`config.mk`:
```
export PLATFORM = sky130hd
export DESIGN_NAME = nonlinear_resp
export DESIGN_NICKNAME = d
export VERILOG_FILES = /design/src/rtl/nonlinear_resp.sv
export SDC_FILE = /design/constraint.sdc
export NUM_CORES = 1
export LEC_CHECK = 0
export ABC_CLOCK_PERIOD_IN_PS = 1600
export CAP_MARGIN = 20
export CORE_ASPECT_RATIO = 1.25
export CORE_MARGIN = 5
export CORE_UTILIZATION = 44
export CTS_BUF_LIST = sky130_fd_sc_hd__clkbuf_8 sky130_fd_sc_hd__clkbuf_16
export DETAILED_ROUTE_END_ITERATION = 6
export PLACE_DENSITY = 0.75
export SYNTH_ARGS = -nofsm -noshare
export SYNTH_HDL_FRONTEND = slang
export SYNTH_SLANG_ARGS = --single-unit
```
`constraint.sdc`:
```
create_clock -name clk -period 1.6 [get_ports clk]
set_input_delay 0.24 -clock clk [delete_from_list [all_inputs] [get_ports clk]]
set_output_delay 0.24 -clock clk [all_outputs]
set_load 0.03 [all_outputs]
```
`src/rtl/nonlinear_resp.sv`:
```
// -----------------------------------------------------------------------------
// nonlinear_resp
//
// Responder for the nonlinear-function stage of the estimator controller.
// It accepts one of three stage requests (prediction, new landmark, update)
// through a one-hot valid/ready handshake. It then reads LEN operand words
// from addresses 0..LEN-1. Each read index is carried through a PIPE_LAT-deep
// delay line that models the compute pipeline, and each index comes out as a
// write strobe at WR_BASE + index. After the last write, the block returns a
// completion: a one-hot echo of the accepted stage, held until the controller
// takes it.
//
// Optional feature (compile-time macro NL_RESP_TIMEOUT_EN):
//   defined   - an 8-bit counter runs while a completion waits. When TIMEOUT
//               cycles pass without a handshake, the sticky flag nl_timeout is
//               set. The completion stays asserted and can still be taken.
//   undefined - no counter is built and nl_timeout is tied to 0.
//
// Parameters:
//   AW       read/write address width
//   PRD_LEN  words read for a prediction request
//   NEW_LEN  words read for a new-landmark request
//   UPD_LEN  words read for an update request
//   PIPE_LAT read-to-write-back latency in cycles (1..15)
//   WR_BASE  write-back base address (the sum wraps modulo 2^AW)
//   TIMEOUT  completion wait limit in cycles (1..255)
//
// Ports:
//   clk              single clock, every register uses the rising edge
//   sys_rst          synchronous reset, active low
//   nonlinear_m_val  [2:0] one-hot stage request: 001 PRD, 010 NEW, 100 UPD
//   nonlinear_m_rdy  [2:0] controller ready for the completion, per stage
//   nonlinear_s_rdy  [2:0] 111 while idle, 000 otherwise
//   nonlinear_s_val  [2:0] completion valid, echo of the accepted stage
//   nl_rd_en         operand read strobe
//   nl_rd_addr       [AW-1:0] operand read address, 0 when nl_rd_en is low
//   nl_wr_en         result write strobe
//   nl_wr_addr       [AW-1:0] result write address, 0 when nl_wr_en is low
//   nl_busy          high whenever the state machine is not idle
//   nl_timeout       sticky completion-timeout flag
// -----------------------------------------------------------------------------
module nonlinear_resp #(
  parameter int AW       = 12,
  parameter int PRD_LEN  = 3,
  parameter int NEW_LEN  = 5,
  parameter int UPD_LEN  = 7,
  parameter int PIPE_LAT = 4,
  parameter int WR_BASE  = 'h800,
  parameter int TIMEOUT  = 255
) (
  input  logic          clk,
  input  logic          sys_rst,
  input  logic [2:0]    nonlinear_m_val,
  input  logic [2:0]    nonlinear_m_rdy,
  output logic [2:0]    nonlinear_s_rdy,
  output logic [2:0]    nonlinear_s_val,
  output logic          nl_rd_en,
  output logic [AW-1:0] nl_rd_addr,
  output logic          nl_wr_en,
  output logic [AW-1:0] nl_wr_addr,
  output logic          nl_busy,
  output logic          nl_timeout
);

  localparam int MAX_LEN = (PRD_LEN > NEW_LEN) ?
                           ((PRD_LEN > UPD_LEN) ? PRD_LEN : UPD_LEN) :
                           ((NEW_LEN > UPD_LEN) ? NEW_LEN : UPD_LEN);
  // The read counter has to hold LEN itself, because that is its stop value.
  localparam int CW = $clog2(MAX_LEN + 1);

  // Marks every delay stage except the output stage. Once these bits are all
  // clear, the write strobe now leaving the pipe is the last one.
  localparam logic [PIPE_LAT-1:0] EARLY_MASK = PIPE_LAT'((1 << (PIPE_LAT - 1)) - 1);

  localparam logic [AW-1:0] BASE = AW'(WR_BASE);

  typedef enum logic [1:0] {
    IDLE  = 2'd0,
    RUN   = 2'd1,
    DRAIN = 2'd2,
    RESP  = 2'd3
  } state_t;

  state_t        state;
  logic [2:0]    stage;
  logic [CW-1:0] len;
  logic [CW-1:0] rd_cnt;

  logic [PIPE_LAT-1:0] pipe_en;
  logic [AW-1:0]       pipe_addr [PIPE_LAT];

  logic early_pending;
  logic resp_fire;

  function automatic logic is_one_hot(input logic [2:0] v);
    return (v == 3'b001) || (v == 3'b010) || (v == 3'b100);
  endfunction

  function automatic logic [CW-1:0] len_of(input logic [2:0] v);
    case (v)
      3'b001:  return CW'(PRD_LEN);
      3'b010:  return CW'(NEW_LEN);
      default: return CW'(UPD_LEN);
    endcase
  endfunction

  assign early_pending = |(pipe_en & EARLY_MASK);
  // The completion is taken only on the captured stage's ready bit. Ready
  // bits for the other stages have no effect.
  assign resp_fire     = (state == RESP) && ((nonlinear_m_rdy & stage) != 3'b000);

  assign nl_wr_en   = pipe_en[PIPE_LAT-1];
  assign nl_wr_addr = pipe_addr[PIPE_LAT-1];
  assign nl_busy    = (state != IDLE);

  // Write-delay line. Each stage holds a strobe and a write address. The
  // address is masked to zero when the strobe is low, so nl_wr_addr stays 0
  // between writes without a mux at the output.
  // NOTE: this storage array is reset on purpose. A reset in the middle of a
  // run must clear any strobes still in flight. Otherwise a stale write would
  // appear after reset.
  always_ff @(posedge clk) begin
    if (!sys_rst) begin
      pipe_en <= '0;
      for (int i = 0; i < PIPE_LAT; i++) pipe_addr[i] <= '0;
    end else begin
      pipe_en[0]   <= nl_rd_en;
      pipe_addr[0] <= nl_rd_en ? (BASE + nl_rd_addr) : '0;
      for (int i = 1; i < PIPE_LAT; i++) begin
        pipe_en[i]   <= pipe_en[i-1];
        pipe_addr[i] <= pipe_addr[i-1];
      end
    end
  end

  // Control state machine. All of its outputs are registered. The first read
  // is issued on the accept edge itself, so the reads cover exactly the LEN
  // cycles in which the state is RUN.
  // NOTE: every state register uses non-blocking assignment. Each branch then
  // reads the values from before the edge, whatever order the statements are
  // written in.
  always_ff @(posedge clk) begin
    if (!sys_rst) begin
      state           <= IDLE;
      stage           <= '0;
      len             <= '0;
      rd_cnt          <= '0;
      nl_rd_en        <= 1'b0;
      nl_rd_addr      <= '0;
      nonlinear_s_rdy <= 3'b111;
      nonlinear_s_val <= 3'b000;
    end else begin
      case (state)
        IDLE: begin
          // Zero or multi-hot requests are ignored: nothing is captured and
          // the state does not change.
          if (is_one_hot(nonlinear_m_val)) begin
            stage           <= nonlinear_m_val;
            len             <= len_of(nonlinear_m_val);
            rd_cnt          <= CW'(1);
            nl_rd_en        <= 1'b1;
            nl_rd_addr      <= '0;
            nonlinear_s_rdy <= 3'b000;
            state           <= RUN;
          end
        end

        RUN: begin
          if (rd_cnt < len) begin
            nl_rd_en   <= 1'b1;
            nl_rd_addr <= AW'(rd_cnt);
            rd_cnt     <= rd_cnt + CW'(1);
          end else begin
            nl_rd_en   <= 1'b0;
            nl_rd_addr <= '0;
            state      <= DRAIN;
          end
        end

        DRAIN: begin
          if (nl_wr_en && !early_pending) begin
            nonlinear_s_val <= stage;
            state           <= RESP;
          end
        end

        RESP: begin
          if (resp_fire) begin
            nonlinear_s_val <= 3'b000;
            nonlinear_s_rdy <= 3'b111;
            state           <= IDLE;
          end
        end

        default: state <= IDLE;
      endcase
    end
  end

`ifdef NL_RESP_TIMEOUT_EN
  localparam logic [7:0] TO_LAST = 8'(TIMEOUT - 1);

  logic [7:0] to_cnt;

  // Counts the RESP cycles that pass without a handshake. When the count
  // reaches TIMEOUT, nl_timeout is set and stays set until reset. The counter
  // saturates, so an abandoned completion cannot make it wrap around.
  always_ff @(posedge clk) begin
    if (!sys_rst) begin
      to_cnt     <= '0;
      nl_timeout <= 1'b0;
    end else if (state == RESP && !resp_fire) begin
      if (to_cnt == TO_LAST) nl_timeout <= 1'b1;
      if (to_cnt != 8'hFF)   to_cnt     <= to_cnt + 8'd1;
    end else if (state != RESP) begin
      to_cnt <= '0;
    end
  end
`else
  assign nl_timeout = 1'b0;
`endif

endmodule

```
==> impl_metrics.csv <==
group,metric,value,unit
global_route,grt_max_degree,16,
clock_tree,htree_levels,2,
pwr,pwr-share-clk,19.6,%
drt,drt_iter0_markers,32,
drt,vias_per_cell,4.72,
critical_path,cp_max_fo,2,
critical_path,cp-end-kind,"flip-flop",
place,portBuffers,23,
critical_path,start_kind,"flip-flop",
place,gp_congestion,0.741,
pwr,p_seq_share,36.3,%
synthesis,synth_seq_cells,39,
synthesis,yosys-top-cells-area,"dfxtp_1, buf_4, and2_1, ha_1, a21oi_1",
clock_tree,clkTransAtPathRegs,80,ps
synthesis,ys_async_sr_fraction,0,%
critical_path,regToRegSetupSlack,2,ps
synthesis,syn-cell-area,0.00180,sq mm
synthesis,yosys.area.top_type_share,43.4,%
global_route,overflow,0,
synthesis,yosys-top-cells-count,"dfxtp_1, buf_4, and2_1, a21oi_1, nand2_1",
cells_and_area,design_area,0.00226,sq mm
cells_and_area,n_fill_cell,367,
drt,num_vias,1346,
cells_and_area,drive_above_1_share,24.9,%
cells_and_area,diodes,0,
critical_path,worst_ep_arrival_time,1810,ps
synthesis,ys_seq_area_share,43.4,%
synthesis,synthCells,190,
critical_path,r2r_cells,6,
outcome,status,"finished clean",
critical_path,timing.rr.end,"rd_cnt[2]$_SDFFE_PN0P_",
global_route,track_usage,12.7,%
pwr,power_density,1450,mW/mm^2
sta,finClkSkew,8.20,ps
synthesis,synth_area_leader_cell,"dfxtp_1",
global_route,grt_antenna_before_repair,0,
floorplanning,start_util,44.6,%
synthesis,ys_types,39,
global_route,grt_pass1_vias,1228,
critical_path,r2r-start,"len[2]$_SDFFE_PN0P_",
clock_tree,clockBufferDepth,2,
sta,fin_crit_sh,99.8,%
synthesis,yosysMostFrequentCell,"dfxtp_1",
place,dp_hpwl,2.41,mm
drt,wire_per_inst,11.6,microns
clock_tree,holdBufCountCts,0,
pwr,p_sw,1.20,mW
floorplanning,core-area,0.00403,sq mm
global_route,grt_pass1_wl,5.38,mm
worst_hold_path,min_path_type,"flip-flop to flip-flop",
sta,period_minus_slack,1600,ps
synthesis,ys.flop_type,"dfxtp_1",
pwr,power_frac_comb,44.1,%
run,drv_cap,0,
synthesis,ys_warn_count,0,
synthesis,synth_edf_count,0,
cells_and_area,utilization,56.0,%
sta,slew_viol_final,0,
drt,drt-total-wl,3.32,mm
cells_and_area,syn_to_final_growth,25.7,%
floorplanning,row_count,26,
sta,setup-violations-final,0,
floorplanning,die_area,0.00547,sq mm
clock_tree,clkLatencyLatePin,290,ps
critical_path,required,1810,ps
sta,max_freq,0.626,GHz
critical_path,critPathCapture,"rd_cnt[2]$_SDFFE_PN0P_",
clock_tree,cts_sinks,39,
floorplanning,die_h,81.5,microns
clock_tree,cts_tree,"yes",
pwr,p_int,2.08,mW
place,post_dp_cell_area,0.00209,sq mm
pwr,leakage,0.979,nW
drt,drtAntennaViolNets,0,
critical_path,worstSetupPathType,"flip-flop to flip-flop",
floorplanning,pin_count,42,
floorplanning,die_w,67.2,microns
clock_tree,cts_buffers,5,
pwr,switching_share,36.4,%
sta,hold_viol_final,0,
critical_path,crit_start,"len[2]$_SDFFE_PN0P_",
sta,tns,0,ps
drt,first_pass_iters,4,
clock_tree,cts_root_buffer,"clkbuf_8",
synthesis,syn_area_per_cell,9.46,sq um
pwr,irDropWorstVdd,0.568,mV
cells_and_area,fin_nets,243,
sta,rsz0062_at_grt,"true",
sta,fin_hold_ws,431,ps
drt,drc,0,
## metal layers
layer	vias up	track usage, %	share of wire, %	routed length, microns
met4	0	5.88	2.0	65
met1	619	14.3	42	1400
met3	7	2.87	4.6	152
met2	36	22.5	51	1710
met5	-	0	0	0
li1	684	-	-	-
## metrics by stage
stage	worst slack, ps	power, mW	instances
after floorplan	-16.8	2.07	207
after global routing	-88.1	3.48	285
after CTS	-6.99	3.22	284
final	2.49	3.28	285
after global placement	-387	2.47	272
after detailed placement	-417	2.51	272
## state kept, by name (all words and copies together), names as in the netlist
| name | cells |
|---|---|
| pipe_en | 4 |
| nl_rd_en | 1 |
| nonlinear_s_val | 3 |
| nonlinear_s_rdy | 1 |
| rd_cnt | 3 |
| nl_rd_addr | 3 |
| pipe_addr | 16 |
| state | 2 |
| len | 3 |
| stage | 3 |
## worst min path at each step
stage	depth (start not counted)	start	to	slack, ps
after detailed placement	1	pipe_addr[0][25]$_SDFF_PN0_	pipe_addr[0][37]$_SDFF_PN0_	420
final	1	pipe_addr[0][1]$_SDFF_PN0_	pipe_addr[0][13]$_SDFF_PN0_	430
after global placement	1	pipe_addr[0][14]$_SDFF_PN0_	pipe_addr[0][26]$_SDFF_PN0_	410
after CTS	1	pipe_addr[0][12]$_SDFF_PN0_	pipe_addr[0][24]$_SDFF_PN0_	440
after floorplan	1	pipe_addr[0][0]$_SDFF_PN0_	pipe_addr[0][12]$_SDFF_PN0_	410
after global routing	1	pipe_addr[0][25]$_SDFF_PN0_	pipe_addr[0][37]$_SDFF_PN0_	450
## critical path, cell delays in order (launching register included)
cell and delay (ps):
dfxtp_2 340, inv_2 50, ha_4 210, a21oi_2 150
o211ai_1 130, or4b_1 490, a31oi_1 170
## cells by family after synthesis
kind of cell | after synthesis | synth area share, %
buffers and inverters | 41 | 15.4
flip-flops | 39 | 43.4
AO/OA/AOI/OAI | 46 | 17.3
AND/OR/NAND/NOR | 53 | 17.2
other | 1 | 0.209
adder cells (fa/ha/maj) | 7 | 4.87
XOR/XNOR | 1 | 0.487
multiplexers | 2 | 1.11
## power by group through the flow
stage	Clock (mW)	Combinational, mW	Sequential [mW]
floorplan	0	0.831	1.24
global placement	0	1.28	1.20
detailed placement	0	1.30	1.20
CTS	0.664	1.36	1.19
global route	0.704	1.57	1.21
finish	0.642	1.45	1.19
## placed cells by master, fill, tap and decap left out, drive strengths merged, types with 3 or more instances in the layout
cell / instances
conb: 18
nand2b: 4
nor2: 5
a211oi: 5
clkdlybuf4s50: 13
and2: 17
nand3b: 3
buf: 25
clkbuf: 5
o21ai: 9
o211ai: 3
nand4: 4
inv: 8
ha: 7
nand2: 10
o21a: 4
and3: 3
dlygate4sd2: 7
dfxtp: 39
a21oi: 15
## what timing repair did
| action | in CTS | in global routing |
|---|---|---|
| pin swaps | 6 | 7 |
| cloned | 0 | 0 |
| buffers inserted | 4 | 2 |
| setup endpoints to repair | 7 | 13 |
| resized for setup | 20 | 9 |
## final cells by class
class                   count  area [sq um]  share of cell area [%]
multi-input cells         127           858                    38.0
flip-flops and latches     39           788                    34.9
repair buffers             47           424                    18.8
well taps                  56          70.1                    3.10
clock buffers               5          68.8                    3.05
inverters                   8          30.0                    1.33
clock inverters             3          20.0                   0.886
(Power assumes the default switching activity.)
